==> config.mk <==
export PLATFORM = sky130hd
export DESIGN_NAME = fence_point_server_flat
export DESIGN_NICKNAME = d
export VERILOG_FILES = /design/src/rtl/fence_point_server_if.sv /design/src/rtl/fence_point_server.sv /design/src/flat_wrapper.sv
export SDC_FILE = /design/constraint.sdc
export NUM_CORES = 1
export LEC_CHECK = 0
export CORE_UTILIZATION = 35
export CTS_BUF_LIST = sky130_fd_sc_hd__clkbuf_8
export DETAILED_ROUTE_END_ITERATION = 8
export PLACE_DENSITY_LB_ADDON = 0.1
export SETUP_SLACK_MARGIN = 0.5
export SLEW_MARGIN = 0
export SYNTH_ARGS = -nofsm -noshare
export SYNTH_HDL_FRONTEND = slang
export SYNTH_SLANG_ARGS = --single-unit
==> constraint.sdc <==
create_clock -name clk -period 2.8 [get_ports clk]
set_input_delay 0.7 -clock clk [delete_from_list [all_inputs] [get_ports clk]]
set_output_delay 0.7 -clock clk [all_outputs]
set_load 0.05 [all_outputs]
==> src/rtl/fence_point_server_if.sv <==
// Point-fetch handshake between the controller (master) and the point server (slave).
// Controller drives i_valid/num for a fetch and valid/is_inside for an answer; the
// server returns X/Y combinationally in the same cycle as the request.
interface fence_point_server_if #(
    parameter int CW = 10
);
    logic          i_valid;    // request point num this cycle
    logic [2:0]    num;        // requested point index
    logic          valid;      // answer strobe for the current set
    logic          is_inside;  // answer bit, qualified by valid
    logic [CW-1:0] X;          // served X coordinate
    logic [CW-1:0] Y;          // served Y coordinate

    modport master (
        output i_valid, num, valid, is_inside,
        input  X, Y
    );

    modport slave (
        input  i_valid, num, valid, is_inside,
        output X, Y
    );
endinterface

==> src/rtl/fence_point_server.sv <==
// Purpose: serves NUM_SETS point sets (object point + fence vertices) to the controller and
//          collects its inside/outside answers with protocol sanity flags.
// Latency: X/Y are combinational (zero latency); answers/status update on the next edge.
// Backpressure: none; every request/answer is accepted in the cycle it is presented.
// Ports:
//   clk, reset           clock and async active-high reset
//   ld_en/ld_set/ld_pt/ld_x/ld_y   register-file write port (honoured outside SERVE)
//   start                begins a serving run at set 0
//   pif (slave)          i_valid/num -> X/Y fetch, valid/is_inside answer
//   set_idx, busy, done  progress; results, inside_cnt answer summary; err sticky flags
module fence_point_server #(
    parameter int NUM_SETS = 4,
    parameter int CW       = 10,
    parameter int PTS      = 7,
    localparam int SW      = (NUM_SETS > 1) ? $clog2(NUM_SETS) : 1,
    localparam int CNTW    = $clog2(NUM_SETS + 1)
) (
    input  logic                 clk,
    input  logic                 reset,
    input  logic                 ld_en,
    input  logic [SW-1:0]        ld_set,
    input  logic [2:0]           ld_pt,
    input  logic [CW-1:0]        ld_x,
    input  logic [CW-1:0]        ld_y,
    input  logic                 start,
    fence_point_server_if.slave  pif,
    output logic [SW-1:0]        set_idx,
    output logic                 busy,
    output logic                 done,
    output logic [NUM_SETS-1:0]  results,
    output logic [CNTW-1:0]      inside_cnt,
    output logic [2:0]           err
);

    typedef enum logic [1:0] {
        IDLE  = 2'd0,
        SERVE = 2'd1,
        DONE  = 2'd2
    } state_t;

    localparam logic [3:0]    PTS_L    = 4'(PTS);
    localparam logic [SW:0]   SETS_L   = (SW + 1)'(NUM_SETS);
    localparam logic [SW-1:0] LAST_SET = SW'(NUM_SETS - 1);

    // err bit positions
    localparam int E_RANGE = 0;
    localparam int E_SHORT = 1;
    localparam int E_STRAY = 2;

    state_t           state;
    logic [PTS-1:0]   seen;

    // Point storage; deliberately not reset so a run can be restarted after reset
    // without reloading.
    logic [CW-1:0]    mem_x [NUM_SETS][PTS];
    logic [CW-1:0]    mem_y [NUM_SETS][PTS];

    logic             in_serve;
    logic             num_ok;
    logic             serve_hit;
    logic             range_hit;
    logic [PTS-1:0]   hit_mask;
    logic             ld_ok;

    assign in_serve  = (state == SERVE);
    assign num_ok    = ({1'b0, pif.num} < PTS_L);
    assign serve_hit = in_serve && pif.i_valid && num_ok;
    assign range_hit = in_serve && pif.i_valid && !num_ok;
    assign hit_mask  = serve_hit ? ({{(PTS-1){1'b0}}, 1'b1} << pif.num) : '0;

    // Loads are frozen while serving so the controller sees a stable point set.
    assign ld_ok = ld_en && !in_serve
                && ({1'b0, ld_pt} < PTS_L)
                && ({1'b0, ld_set} < SETS_L);

    always_ff @(posedge clk) begin
        if (ld_ok) begin
            mem_x[ld_set][ld_pt] <= ld_x;
            mem_y[ld_set][ld_pt] <= ld_y;
        end
    end

    // Zero-latency fetch path; anything other than a legal request reads as zero.
    always_comb begin
        pif.X = '0;
        pif.Y = '0;
        if (serve_hit) begin
            pif.X = mem_x[set_idx][pif.num];
            pif.Y = mem_y[set_idx][pif.num];
        end
    end

    always_ff @(posedge clk or posedge reset) begin
        if (reset) begin
            state      <= IDLE;
            set_idx    <= '0;
            results    <= '0;
            inside_cnt <= '0;
            err        <= '0;
            seen       <= '0;
            busy       <= 1'b0;
            done       <= 1'b0;
        end else begin
            case (state)
                IDLE, DONE: begin
                    if (start) begin
                        state      <= SERVE;
                        busy       <= 1'b1;
                        done       <= 1'b0;
                        set_idx    <= '0;
                        results    <= '0;
                        inside_cnt <= '0;
                        seen       <= '0;
                        // A stray answer coinciding with start still gets flagged.
                        err        <= {pif.valid, 2'b00};
                    end else if (pif.valid) begin
                        err[E_STRAY] <= 1'b1;
                    end
                end

                SERVE: begin
                    if (range_hit) begin
                        err[E_RANGE] <= 1'b1;
                    end
                    if (pif.valid) begin
                        results[set_idx] <= pif.is_inside;
                        inside_cnt       <= inside_cnt + CNTW'(pif.is_inside);
                        // A fetch in the answer cycle belongs to the set being closed,
                        // so it counts toward completeness here and is then discarded.
                        if (!(&(seen | hit_mask))) begin
                            err[E_SHORT] <= 1'b1;
                        end
                        seen <= '0;
                        if (set_idx == LAST_SET) begin
                            state <= DONE;
                            busy  <= 1'b0;
                            done  <= 1'b1;
                        end else begin
                            set_idx <= set_idx + SW'(1);
                        end
                    end else begin
                        seen <= seen | hit_mask;
                    end
                end

                default: begin
                    state <= IDLE;
                    busy  <= 1'b0;
                    done  <= 1'b0;
                end
            endcase
        end
    end

endmodule

==> src/flat_wrapper.sv <==
// flat-port wrapper written by rule: the top's interface ports become plain ports
module fence_point_server_flat 
#(
    parameter int NUM_SETS = 4,
    parameter int CW       = 10,
    parameter int PTS      = 7,
    localparam int SW      = (NUM_SETS > 1) ? $clog2(NUM_SETS) : 1,
    localparam int CNTW    = $clog2(NUM_SETS + 1)
)
  (clk, reset, ld_en, ld_set, ld_pt, ld_x, ld_y, start, set_idx, busy, done, results, inside_cnt, err, pif_i_valid, pif_num, pif_valid, pif_is_inside, pif_X, pif_Y);
  fence_point_server_if #(.CW(CW)) pif_i ();
  input  logic clk;
  input  logic reset;
  input  logic ld_en;
  input  logic [SW-1:0] ld_set;
  input  logic [2:0] ld_pt;
  input  logic [CW-1:0] ld_x;
  input  logic [CW-1:0] ld_y;
  input  logic start;
  output logic [SW-1:0] set_idx;
  output logic busy;
  output logic done;
  output logic [NUM_SETS-1:0] results;
  output logic [CNTW-1:0] inside_cnt;
  output logic [2:0] err;
  input wire logic [$bits(pif_i.i_valid)-1:0] pif_i_valid;
  input wire logic [$bits(pif_i.num)-1:0] pif_num;
  input wire logic [$bits(pif_i.valid)-1:0] pif_valid;
  input wire logic [$bits(pif_i.is_inside)-1:0] pif_is_inside;
  output wire logic [$bits(pif_i.X)-1:0] pif_X;
  output wire logic [$bits(pif_i.Y)-1:0] pif_Y;
  assign pif_i.i_valid = pif_i_valid;
  assign pif_i.num = pif_num;
  assign pif_i.valid = pif_valid;
  assign pif_i.is_inside = pif_is_inside;
  assign pif_X = pif_i.X;
  assign pif_Y = pif_i.Y;
  fence_point_server #(.NUM_SETS(NUM_SETS), .CW(CW), .PTS(PTS)) u_core (.clk(clk), .reset(reset), .ld_en(ld_en), .ld_set(ld_set), .ld_pt(ld_pt), .ld_x(ld_x), .ld_y(ld_y), .start(start), .pif(pif_i), .set_idx(set_idx), .busy(busy), .done(done), .results(results), .inside_cnt(inside_cnt), .err(err));
endmodule
==> implementation parameters <==
Parameter                              Value

Run status
  Result of the run ... complete, but fails checks
  Violations in the final reports ... setup timing

Final layout
  Post-route non-filler standard cell count ... 2281
  Leading cell types in the layout, fill and taps excluded ... edfxtp_1 (560), mux4_2 (120), buf_4 (104)
  Fill cell count ... 5480
  Utilization of the core after routing ... 0.455
  Final net count ... 1404
  Most common cell after layout, fill and taps aside ... edfxtp_1
  Syn-to-layout area delta ... 27.8%
  Post-route standard cell area excluding fillers ... 0.0289 mm2
  Fraction of layout instances using a drive strength above 1 ... 0.400

Synthesis
  Synth Register Bits ... 583
  Yosys synthesis warning count ... 0
  EDFF count, synth ... 560
  Area fraction of the dominant cell type after synthesis ... 0.743
  Post-synthesis cell count ... 1074
  Number of different library cells in the post-synthesis netlist ... 43
  Async S/R FF share, synth ... 0.0395
  Average cell area after synthesis ... 21.1 um2
  Sequential-to-total area share from yosys stat ... 0.768
  Area contributors post-synth ... edfxtp_1 (74%), mux4_2 (12%), dfrtp_1 (2.5%)
  Post-Synthesis Cell Area ... 0.0226 mm2
  Ys flop type ... edfxtp_1
  Net count of the mapped netlist ... 1115
  Cell type contributing the most total cell area after synthesis ... edfxtp_1

STA
  Worst-margin pin slew ... 0.597 ns
  Final-report max-slew violation count ... 0
  Setup repair after global routing missed its margin ... true
  Fin worst setup slack ... -0.659 ns
  Remaining max-slew budget at the tightest pin ... 0.602
  Endpoints failing hold ... 0
  Worst hold margin ... 0.390 ns
  Finish-stage setup viols ... 20
  Worst-case clock skew ... 0.0284 ns
  Min Tclk post-route ... 3.46 ns
  Peak Freq ... 289 MHz
  Final worst-path cycle share ... 1.24

Global route
  Maximum number of pins on one net before global-route repair ... 33
  Initial antenna violation count ... 2
  Wire length of the first global-routing pass ... 88200 um
  Total global routing track utilization ... 0.189
  Vias in the first global route ... 12200
  Total grt overflow ... 0

Routing
  Vias per std cell ... 5.11
  Number of iterations in the first detailed-routing pass ... 4
  Post-route DRC violation count ... 0
  Number of vias after detailed routing ... 11700
  Average wire length per cell after detail routing ... 26.8 um
  Wire length reported by the detailed router ... 61200 um
  Remaining antenna violation count ... 0
  DRC violation total after the first TritonRoute iteration ... 974

Die
  Core ar. ... 0.0635 mm2
  Ports ... 69
  Placement Rows ... 92
  Initial cell density of the core ... 0.356
  Vertical extent of the die ... 256 um
  Chip width ... 256 um
  Area of the die ... 0.0657 mm2

Power and ir drop
  Total leakage power ... 9.36 nW
  PwrDens ... 817 mW/mm2
  Maximum VDD drop ... 0.353 mV
  Final total power ... 0.0236 W

Critical path
  Category of the worst setup path capture point ... output port
  Worst setup path category ... reg -> out
  Maximum fanout encountered on the critical timing path ... 10
  Startpoint kind of the worst setup timing path ... flip-flop
  Critical path data arrival time ... 2.76 ns
  Endpoint required time on the critical path ... 2.10 ns

Placement
  HPWL after detailed placement ... 38400 um
  Instance area after placement ... 0.0266 mm2
  Placed cell count ... 2096
  Number of buffer cells added on primary ports ... 68
  Final weighted congestion in routability-driven placement ... 0.752

CTS
  Number of sinks handled by clock tree synthesis ... 583
  Maximum level of the CTS H-tree ... 3
  Clock tree from TritonCTS ... built
  CTS root buf ... clkbuf_8
  CTS max path bufs ... 3
  Post-CTS clock slew at the launch and capture registers of the worst setup and hold paths ... 0.06 ns
  Number of hold buffers added after cts ... 0
  Skew-Pair Late Insertion Delay ... 0.67 ns
  CTS Buf Count ... 98

Job
  Max-cap check violation count ... 0

Hold path
  Class of the tightest hold or removal check ... in -> async
==> kinds of logic (layout without fill, tap and decap cells) <==
| logic type | Yosys count | in the layout | synth area share |
|---|---|---|---|
| buffers and inverters | 65 | 425 | 0.0185 |
| AOI/OAI and AO/OA | 122 | 122 | 0.0445 |
| adders and majority gates | 6 | 6 | 0.00331 |
| other | 0 | 1 | 0 |
| xor gates and xnor gates | 1 | 1 | 0.000387 |
| muxes | 161 | 161 | 0.137 |
| DFF | 583 | 583 | 0.768 |
| and+or+nand+nor | 136 | 136 | 0.0280 |
==> power breakdown <==
group	leakage (nW)	switching, W	internal (W)
sequential	5.33	0.000111	0.00975
combinational	3.00	0.00347	0.00329
clock	1.02	0.00334	0.00367
==> area by class of cell <==
class	count	area (um2)	area share
Timing Repair Buffer	248	3210	0.111
Inverter	6	22.5	0.000778
Multi-Input combinational cell	426	5470	0.189
Clock inverter	71	402	0.0139
Sequential cell	583	17400	0.601
Tap cell	846	1060	0.0366
Clock buffer	100	1380	0.0476
Antenna cell	1	2.50	0.0000865
==> sequential cells by signal (all words and copies together), names as in the netlist <==
name and cells:
u_core.done 1, u_core.mem_x 280, u_core.err 3, u_core.busy 1, u_core.inside_cnt 3, u_core.state 2
u_core.seen 7, u_core.set_idx 2, u_core.results 4, u_core.mem_y 280
==> cells in the mapped netlist (8+ instances only) <==
cell type  count
a211oi_2      19
a21oi_1        9
a22oi_1        8
a22oi_2       11
buf_2         18
buf_4         14
buf_6         13
clkbuf_1      12
dfrtp_1       23
edfxtp_1     560
mux2i_1       41
mux4_2       120
nand2_1       49
nand3_1       10
nor2_1        44
o221ai_1      19
o22ai_1       39
==> repair_timing <==
| action | CTS | global route |
|---|---|---|
| setup buffers | 8 | 1 |
| gates cloned | 4 | 0 |
| pin swaps | 19 | 14 |
| setup endpoints to repair | 42 | 121 |
| resized for setup | 77 | 34 |
==> path summary, 6_finish.rpt <==
path                                               startpoint  slack (ns)  depth (start not counted)                          endpoint
worst max-delay path            u_core.set_idx[0]$_DFFE_PP0P_       -0.66                          7                          pif_X[9]
worst min-delay path                                    reset        0.39                          2  u_core.inside_cnt[2]$_DFFE_PP0P_
worst max register to register    u_core.state[0]$_DFFE_PP0P_        0.65                          6     u_core.mem_x[3][10]$_DFFE_PP_
worst min register to register      u_core.err[0]$_DFFE_PP0P_        0.48                          2         u_core.err[0]$_DFFE_PP0P_
max in group asynchronous                               reset        1.85                          3        u_core.seen[6]$_DFFE_PP0P_
min in group clk                    u_core.err[0]$_DFFE_PP0P_        0.48                          2         u_core.err[0]$_DFFE_PP0P_
==> layer usage <==
metal | global-route usage | vias up | routed length [um]
li1 | - | 5072 | -
met1 | 0.267 | 6235 | 28200
met2 | 0.299 | 273 | 29200
met3 | 0.0347 | 80 | 2700
met4 | 0.0524 | 2 | 1080
met5 | 0 | - | 12
==> worst max-delay path, stage by stage (launching register included) <==
cell and delay [ns]:
dfrtp_4 0.51, buf_12 0.16, or3b_4 0.42, buf_12 0.18
o221ai_2 0.19, nand2_2 0.09, a211oi_4 0.34, buf_12 0.18
==> per-stage QoR <==
step | TNS, ns | setup WS, ns
final | -12.49 | -0.659
after global routing | -14.58 | -0.757
after CTS | -14.51 | -0.763
after detailed placement | -10.84 | -0.623
after global placement | -10.90 | -0.616
after floorplan | 0 | 0.0475
No activity file was read; power rests on OpenSTA's default activity.
